### src/rtl/key_debounce_multi.sv
// key_debounce_multi: per-key synchronizer and debouncer with press/release/long-press/auto-repeat pulses.
module key_debounce_multi #(
  parameter int   N_KEYS        = 4,
  parameter int   DEB_CYCLES    = 1_000_000,
  parameter int   LONG_CYCLES   = 50_000_000,
  parameter int   REPEAT_CYCLES = 10_000_000,
  parameter logic PRESS_LEVEL   = 1'b0
) (
  input  logic              sys_clk,
  input  logic              sys_rst,
  input  logic [N_KEYS-1:0] key_in,
  output logic [N_KEYS-1:0] key_state,
  output logic [N_KEYS-1:0] key_press,
  output logic [N_KEYS-1:0] key_release,
  output logic [N_KEYS-1:0] key_long,
  output logic [N_KEYS-1:0] key_repeat,
  output logic              key_event
);
  localparam logic REL = ~PRESS_LEVEL;
  localparam int DW = $clog2(DEB_CYCLES);
  localparam int HW = LONG_CYCLES > 1 ? $clog2(LONG_CYCLES) : 1;
  localparam int RW = REPEAT_CYCLES > 1 ? $clog2(REPEAT_CYCLES) : 1;
  localparam logic [DW-1:0] D_MAX = DW'(DEB_CYCLES - 1);
  localparam logic [HW-1:0] H_MAX = HW'(LONG_CYCLES - 1);
  localparam logic [RW-1:0] R_MAX = RW'(REPEAT_CYCLES > 0 ? REPEAT_CYCLES - 1 : 0);
  typedef enum logic [1:0] {ST_REL, ST_HELD, ST_LONG} state_t;
  assign key_event = |{key_press, key_release, key_long, key_repeat};
  for (genvar i = 0; i < N_KEYS; i++) begin : g_ch
    logic s1, s2, lvl, press_q, rel_q, long_q, rep_q;
    logic diff, acc, acc_press, acc_rel, long_nxt, rep_nxt_p;
    logic [DW-1:0] deb_cnt;
    logic [HW-1:0] hold_cnt, hold_nxt;
    logic [RW-1:0] rep_cnt, rep_nxt;
    state_t st, st_nxt;
    assign diff      = s2 != lvl;
    assign acc       = diff && deb_cnt == D_MAX;
    assign acc_press = acc && s2 == PRESS_LEVEL;
    assign acc_rel   = acc && s2 != PRESS_LEVEL;
    assign key_state[i]   = lvl;
    assign key_press[i]   = press_q;
    assign key_release[i] = rel_q;
    assign key_long[i]    = long_q;
    assign key_repeat[i]  = rep_q;
    always_ff @(posedge sys_clk or posedge sys_rst)
      if (sys_rst) begin
        s1       <= REL;
        s2       <= REL;
        lvl      <= REL;
        deb_cnt  <= '0;
        press_q  <= 1'b0;
        rel_q    <= 1'b0;
        long_q   <= 1'b0;
        rep_q    <= 1'b0;
        hold_cnt <= '0;
        rep_cnt  <= '0;
        st       <= ST_REL;
      end else begin
        s1       <= key_in[i];
        s2       <= s1;
        lvl      <= acc ? s2 : lvl;
        deb_cnt  <= (!diff || acc) ? '0 : deb_cnt + 1'b1;
        press_q  <= acc_press;
        rel_q    <= acc_rel;
        long_q   <= long_nxt;
        rep_q    <= rep_nxt_p;
        hold_cnt <= hold_nxt;
        rep_cnt  <= rep_nxt;
        st       <= st_nxt;
      end
    // an accepted release takes priority over a long/repeat firing in the same cycle
    always_comb begin
      st_nxt    = st;
      hold_nxt  = hold_cnt;
      rep_nxt   = rep_cnt;
      long_nxt  = 1'b0;
      rep_nxt_p = 1'b0;
      case (st)
        ST_REL:
          if (acc_press) begin
            st_nxt   = ST_HELD;
            hold_nxt = '0;
          end
        ST_HELD:
          if (acc_rel) st_nxt = ST_REL;
          else if (hold_cnt == H_MAX) begin
            st_nxt   = ST_LONG;
            long_nxt = 1'b1;
            rep_nxt  = '0;
          end else hold_nxt = hold_cnt + 1'b1;
        ST_LONG:
          if (acc_rel) st_nxt = ST_REL;
          else if (REPEAT_CYCLES > 0) begin
            rep_nxt_p = rep_cnt == R_MAX;
            rep_nxt   = rep_cnt == R_MAX ? '0 : rep_cnt + 1'b1;
          end
        default: st_nxt = ST_REL;
      endcase
    end
  end
endmodule

### config.mk
export PLATFORM = sky130hd
export DESIGN_NAME = key_debounce_multi
export DESIGN_NICKNAME = d
export VERILOG_FILES = /design/src/rtl/key_debounce_multi.sv
export SDC_FILE = /design/constraint.sdc
export NUM_CORES = 1
export LEC_CHECK = 0
export ABC_AREA = 1
export CAP_MARGIN = 40
export CORE_ASPECT_RATIO = 0.6
export CORE_MARGIN = 2
export CORE_UTILIZATION = 25
export DETAILED_ROUTE_END_ITERATION = 6
export PLACE_DENSITY_LB_ADDON = 0.3
export SYNTH_ARGS = -nofsm -noshare
export SYNTH_HDL_FRONTEND = slang
export SYNTH_SLANG_ARGS = --single-unit
### constraint.sdc
create_clock -name sys_clk -period 11.2 [get_ports sys_clk]
set_input_delay 1.68 -clock sys_clk [delete_from_list [all_inputs] [get_ports sys_clk]]
set_output_delay 1.68 -clock sys_clk [all_outputs]
set_load 0.005 [all_outputs]
Yosys cells after proc, flatten, opt, wreduce, memory -nomap -nowiden
Index checks and enable logic that the tools add are counted.
W data, S select, Z words.
- flip-flop bits (word level): 316
- bits of input ports: 6
- output and inout bits: 21
- word-level logic and storage cells: 237
- add/subtract/negate cells: 12
- eq/ne operators: 52
- multiplexer cells: 80
- bitwise gates (word level): 4
- reductions and logical operators: 45
- operators by type and width (kind ; number):
    $mux W24 ; 16
    $mux W26 ; 12
    $pmux W26 S2 ; 4
    $pmux W24 S2 ; 4
    $add A26 B1 Y26 const B ; 4
    $eq A26 B26 Y1 const B ; 4
    $add A24 B1 Y24 const B ; 4
    $eq A24 B24 Y1 const B ; 4
    $add A20 B1 Y20 const B ; 4
    $eq A20 B20 Y1 const B ; 4
    $mux W20 ; 4
    $ne A2 B2 Y1 const B ; 24
    $mux W2 ; 16
    $reduce_and A4 Y1 ; 8
    $pmux W2 S3 ; 4
    $mux W1 ; 20
    $reduce_bool A2 Y1 ; 8
    $reduce_or A16 Y1 ; 1
    $logic_and A1 B1 Y1 ; 12
    $ne A3 B3 Y1 const B ; 4
    $reduce_and A3 Y1 ; 4
    $eq A2 B1 Y1 const B ; 4
    $eq A2 B2 Y1 const B ; 4
    $logic_not A2 Y1 ; 4
    other kinds (4) ; 16

Longest topological paths before layout
- word-level depth: 5
- gate-level depth with buffers: 13

Worst setup path after synthesis
No wires, ideal clock.
- path type: reg-to-output
- start: register g_ch[0].rel_q
- end: output key_event
- arrival: 737 ps
- data required time: 9520 ps
- path slack: 8783 ps
- cell stages (with the launch flop): 3
- buffers on the path: 0
- cell sequence: dfrtp_1 nor4_1 nand4_1
- longest elaborated chain between the ends: 1
- ends and longest elaborated chain (item ; RTL line ; RTL):
    from (decl) ; 29 ; logic s1, s2, lvl, press_q, rel_q, long_q, rep_q;
    from (signal assigned) ; 63 ; rel_q <= acc_rel;
    $reduce_or A16 Y1 ; 27 ; assign key_event = |{key_press, key_release, key_long, key_repeat};
    to (decl) ; 17 ; output logic key_event
Every way passes these cells.

Worst setup path in the final report
- start: register g_ch[3].rel_q
- end: output key_event
- longest elaborated chain between the ends: 1
- ends and longest elaborated chain (item ; RTL line):
    from (decl) ; 29
    from (signal assigned) ; 63
    $reduce_or A16 Y1 ; 27
Every way passes these cells.

==> flow_summary.toml <==
[status]
status = "completed"

[critical_path]
crit_fanout = 2
ff2ff_path_depth = 9
crit_path_end_kind = "output port"
critPathRequiredTime_ns = 9.52
crit_type = "flop to output port"
worstPathArrival_ns = 2.28
crit_path_end = "key_event"
r2r-start = "g_ch[0].hold_cnt[0]$_DFFE_PP0P_"
r2r-end = "g_ch[0].rep_cnt[15]$_DFFE_PP0P_"
setup.worst_path.start = "g_ch[3].rel_q$_DFF_PP0_"
rrSetupSlack_ns = 8.31
start_kind = "flop"

[drt]
vias_per_cell = 4.50
wl_per_cell_um = 13.3
route.detailed.drc = 0
antenna_left = 0
finalWirelength_um = 57800
met1_length_um = 33200
drtPass1Iterations = 6
dr_wl_met2_um = 19900
dr_wl_met3_um = 3800
drtIter0Drc = 1917
highest_layer = "met4"
vias = 19600

[synth]
synth_area_per_cell_um2 = 6.52
ys_seq_area_share_pct = 37.9
async_reset_ff_share_pct = 100
synth_top_area_share_pct = 36.4
yosysUniqueCellTypes = 39
synthesis.area_um2 = 20900
synth_seq_cells = 316
syn_inst = 3207
synth_compound_area_share_pct = 1.90
yosys.area_share.adder_pct = 0.718
syn-num-nets = 3225
synth_edf_count = 0
synth_xor_area_share_pct = 3.73
synth-simple-area-share_pct = 48.3
synthMuxAreaShare_pct = 0
synth_top_family_by_area = "simple AND/OR/NAND/NOR gates"
post-synth-top-count-cell = "nand2_1"
synth_area_leaders = "dfrtp_1 36%, nand2_1 19%, nor2_1 12%"
yosysTopAreaCell = "dfrtp_1"
synth_warnings = 0
synthTopCellsByCount = "1,077 x nand2_1, 670 x nor2_1, 381 x nand3_1"
synth_flop_cell = "dfrtp_1"

[global_routing]
grt_overflow = 0
track_usage_pct = 13.7
grt_pass1_wl_um = 98200
antenna_found_initial = 1
grt_max_degree = 160
grt_pass1_vias = 18000

[clock_tree]
cts-root-buf = "clkbuf_16"
clkSinkCount = 316
cts_setup_buffers = 0
cts_resized = 0
cts_tree = "built"
clock_latency_ns = 0.58
cts.clk_slew.worst_paths_ns = 0.06
cts_hold_buf = 0
clockBufferDepth = 3
cts_buffers = 37
htree_levels = 2

[final_layout]
syn_to_final_growth_pct = 11.5
design_area_um2 = 23300
nNetsFinal = 3203
drive_gt1_share_pct = 4.64
fillers = 9222

[power]
clockPowerShare_pct = 51.0
seqPwrFrac_pct = 47.3
ir_worst_vdd_v = 0.0000906
swShare_pct = 23.1
p_switching_mw = 0.563
p_comb_share_pct = 1.7
power.leakage_nw = 9.49
internal_power_mw = 1.87
power_density_nw_per_um2 = 104

[floorplanning]
std_cell_rows = 82
die_y_um = 228
start_util_pct = 25.1
dieArea_um2 = 86100
coreArea_um2 = 83200
io_pins = 27
die_w_um = 377

[sta]
holdWs_ns = 0.346
rsz0062_at_grt = "no"
finalHoldViolations = 0
setup_viol = 0
min_period_ns = 3.96
worst_pin_slew_ns = 0.960
relSlewSlack_pct = 36.0
fin_crit_sh_pct = 35.4
max_freq_mhz = 253
fin_setup_tns_ns = 0
report.final.slew_viol_count = 0
fin_skew_ns = 0.0167

[place]
hpwl_um = 40300
placed_area_um2 = 22100
port_buffers = 26
gp_congestion = 0.909

[hold_path]
hold_class = "flop to flop"

[run]
maxCapViolCount = 0
-- routing by layer --
metal | vias up | global-route usage [%]
met5 | - | 0
met4 | 0 | 3.16
met3 | 54 | 2.81
met2 | 483 | 16.6
met1 | 8948 | 23.1
li1 | 10100 | -
-- cell families (layout without fill, tap and decap cells) --
| group | Yosys count | count (layout) |
|---|---|---|
| adder cells (fa/ha/maj) | 12 | 12 |
| other | 0 | 1 |
| AND/OR/NAND/NOR | 2365 | 2365 |
| flip-flops | 316 | 316 |
| buffers and inverters | 353 | 358 |
| AO/OA/AOI/OAI | 72 | 72 |
| XOR/XNOR | 89 | 89 |
-- worst min path at each step --
stage | from | slack (ns) | to | cells past startpoint
floorplan | g_ch[0].s1$_DFF_PP1_ | 0.35 | g_ch[0].s2$_DFF_PP1_ | 0
global placement | g_ch[1].s1$_DFF_PP1_ | 0.35 | g_ch[1].s2$_DFF_PP1_ | 0
detailed placement | g_ch[0].s1$_DFF_PP1_ | 0.35 | g_ch[0].s2$_DFF_PP1_ | 0
CTS | g_ch[3].s1$_DFF_PP1_ | 0.34 | g_ch[3].s2$_DFF_PP1_ | 0
global route | g_ch[3].s1$_DFF_PP1_ | 0.35 | g_ch[3].s2$_DFF_PP1_ | 0
finish | g_ch[3].s1$_DFF_PP1_ | 0.35 | g_ch[3].s2$_DFF_PP1_ | 0
-- cell usage in the layout (no fill, tap or decap), types with 3 or more instances in the layout --
| cell type | count |
|---|---|
| a21oi_1 | 25 |
| buf_4 | 4 |
| bufinv_16 | 3 |
| clkbuf_1 | 7 |
| clkbuf_16 | 37 |
| clkbuf_8 | 5 |
| clkdlybuf4s50_1 | 26 |
| clkinv_1 | 4 |
| clkinv_2 | 9 |
| dfrtp_1 | 304 |
| dfstp_2 | 12 |
| ha_1 | 12 |
| inv_1 | 250 |
| inv_2 | 4 |
| nand2_1 | 1077 |
| nand2_2 | 10 |
| nand2_4 | 9 |
| nand3_1 | 381 |
| nand3_2 | 13 |
| nand4_1 | 73 |
| nor2_1 | 670 |
| nor2_2 | 16 |
| nor2_4 | 3 |
| nor3_1 | 54 |
| nor3_2 | 3 |
| nor3b_1 | 26 |
| nor4_1 | 14 |
| o21a_1 | 4 |
| o21ai_0 | 31 |
| o21bai_1 | 7 |
| or2_2 | 6 |
| xnor2_1 | 42 |
| xor2_1 | 47 |
-- registers in the layout (all words and copies together) (netlist names) --
register and cells:
g_ch.hold_cnt 104, g_ch.rep_cnt 96, g_ch.deb_cnt 80, g_ch.st 8, g_ch.long_q 4, g_ch.lvl 4, g_ch.press_q 4, g_ch.rel_q 4
g_ch.rep_q 4, g_ch.s1 4, g_ch.s2 4
-- per-stage QoR --
stage               std cells  power [mW]  util, %  worst slack, ns
finish                   4347        2.43     28.0             7.24
global placement         4278        1.22     26.5             7.43
global route             4346        2.55     28.0             7.13
CTS                      4346        2.50     28.0             7.18
detailed placement       4280        1.22     26.6             7.42
floorplan                3207        1.20        -            0.797
-- power groups by stage --
| stage | combinational [mW] | clock [mW] | sequential, mW |
|---|---|---|---|
| floorplan | 0.0284 | 0 | 1.17 |
| global placement | 0.0438 | 0 | 1.17 |
| detailed placement | 0.0439 | 0 | 1.17 |
| CTS | 0.0442 | 1.30 | 1.15 |
| global route | 0.0498 | 1.35 | 1.15 |
| finish | 0.0409 | 1.24 | 1.15 |
-- critical path, cell delays in order, from the launching register on --
cell             delay, ns
dfrtp_1               0.38
nor4_1                0.68
nand4_1               0.18
clkdlybuf4s50_1       0.48
-- final cells by class --
cell class	count	area [um^2]	area share (%)
repair buffers	33	365	1.57
inverters	259	980	4.20
multi-input cells	2538	11400	49.0
diodes	1	2.50	0.0107
flip-flops and latches	316	7920	34.0
clock inverters	17	193	0.826
well taps	1134	1420	6.08
clock buffers	49	1020	4.38
Note: power is estimated with default switching activity, not from simulation.
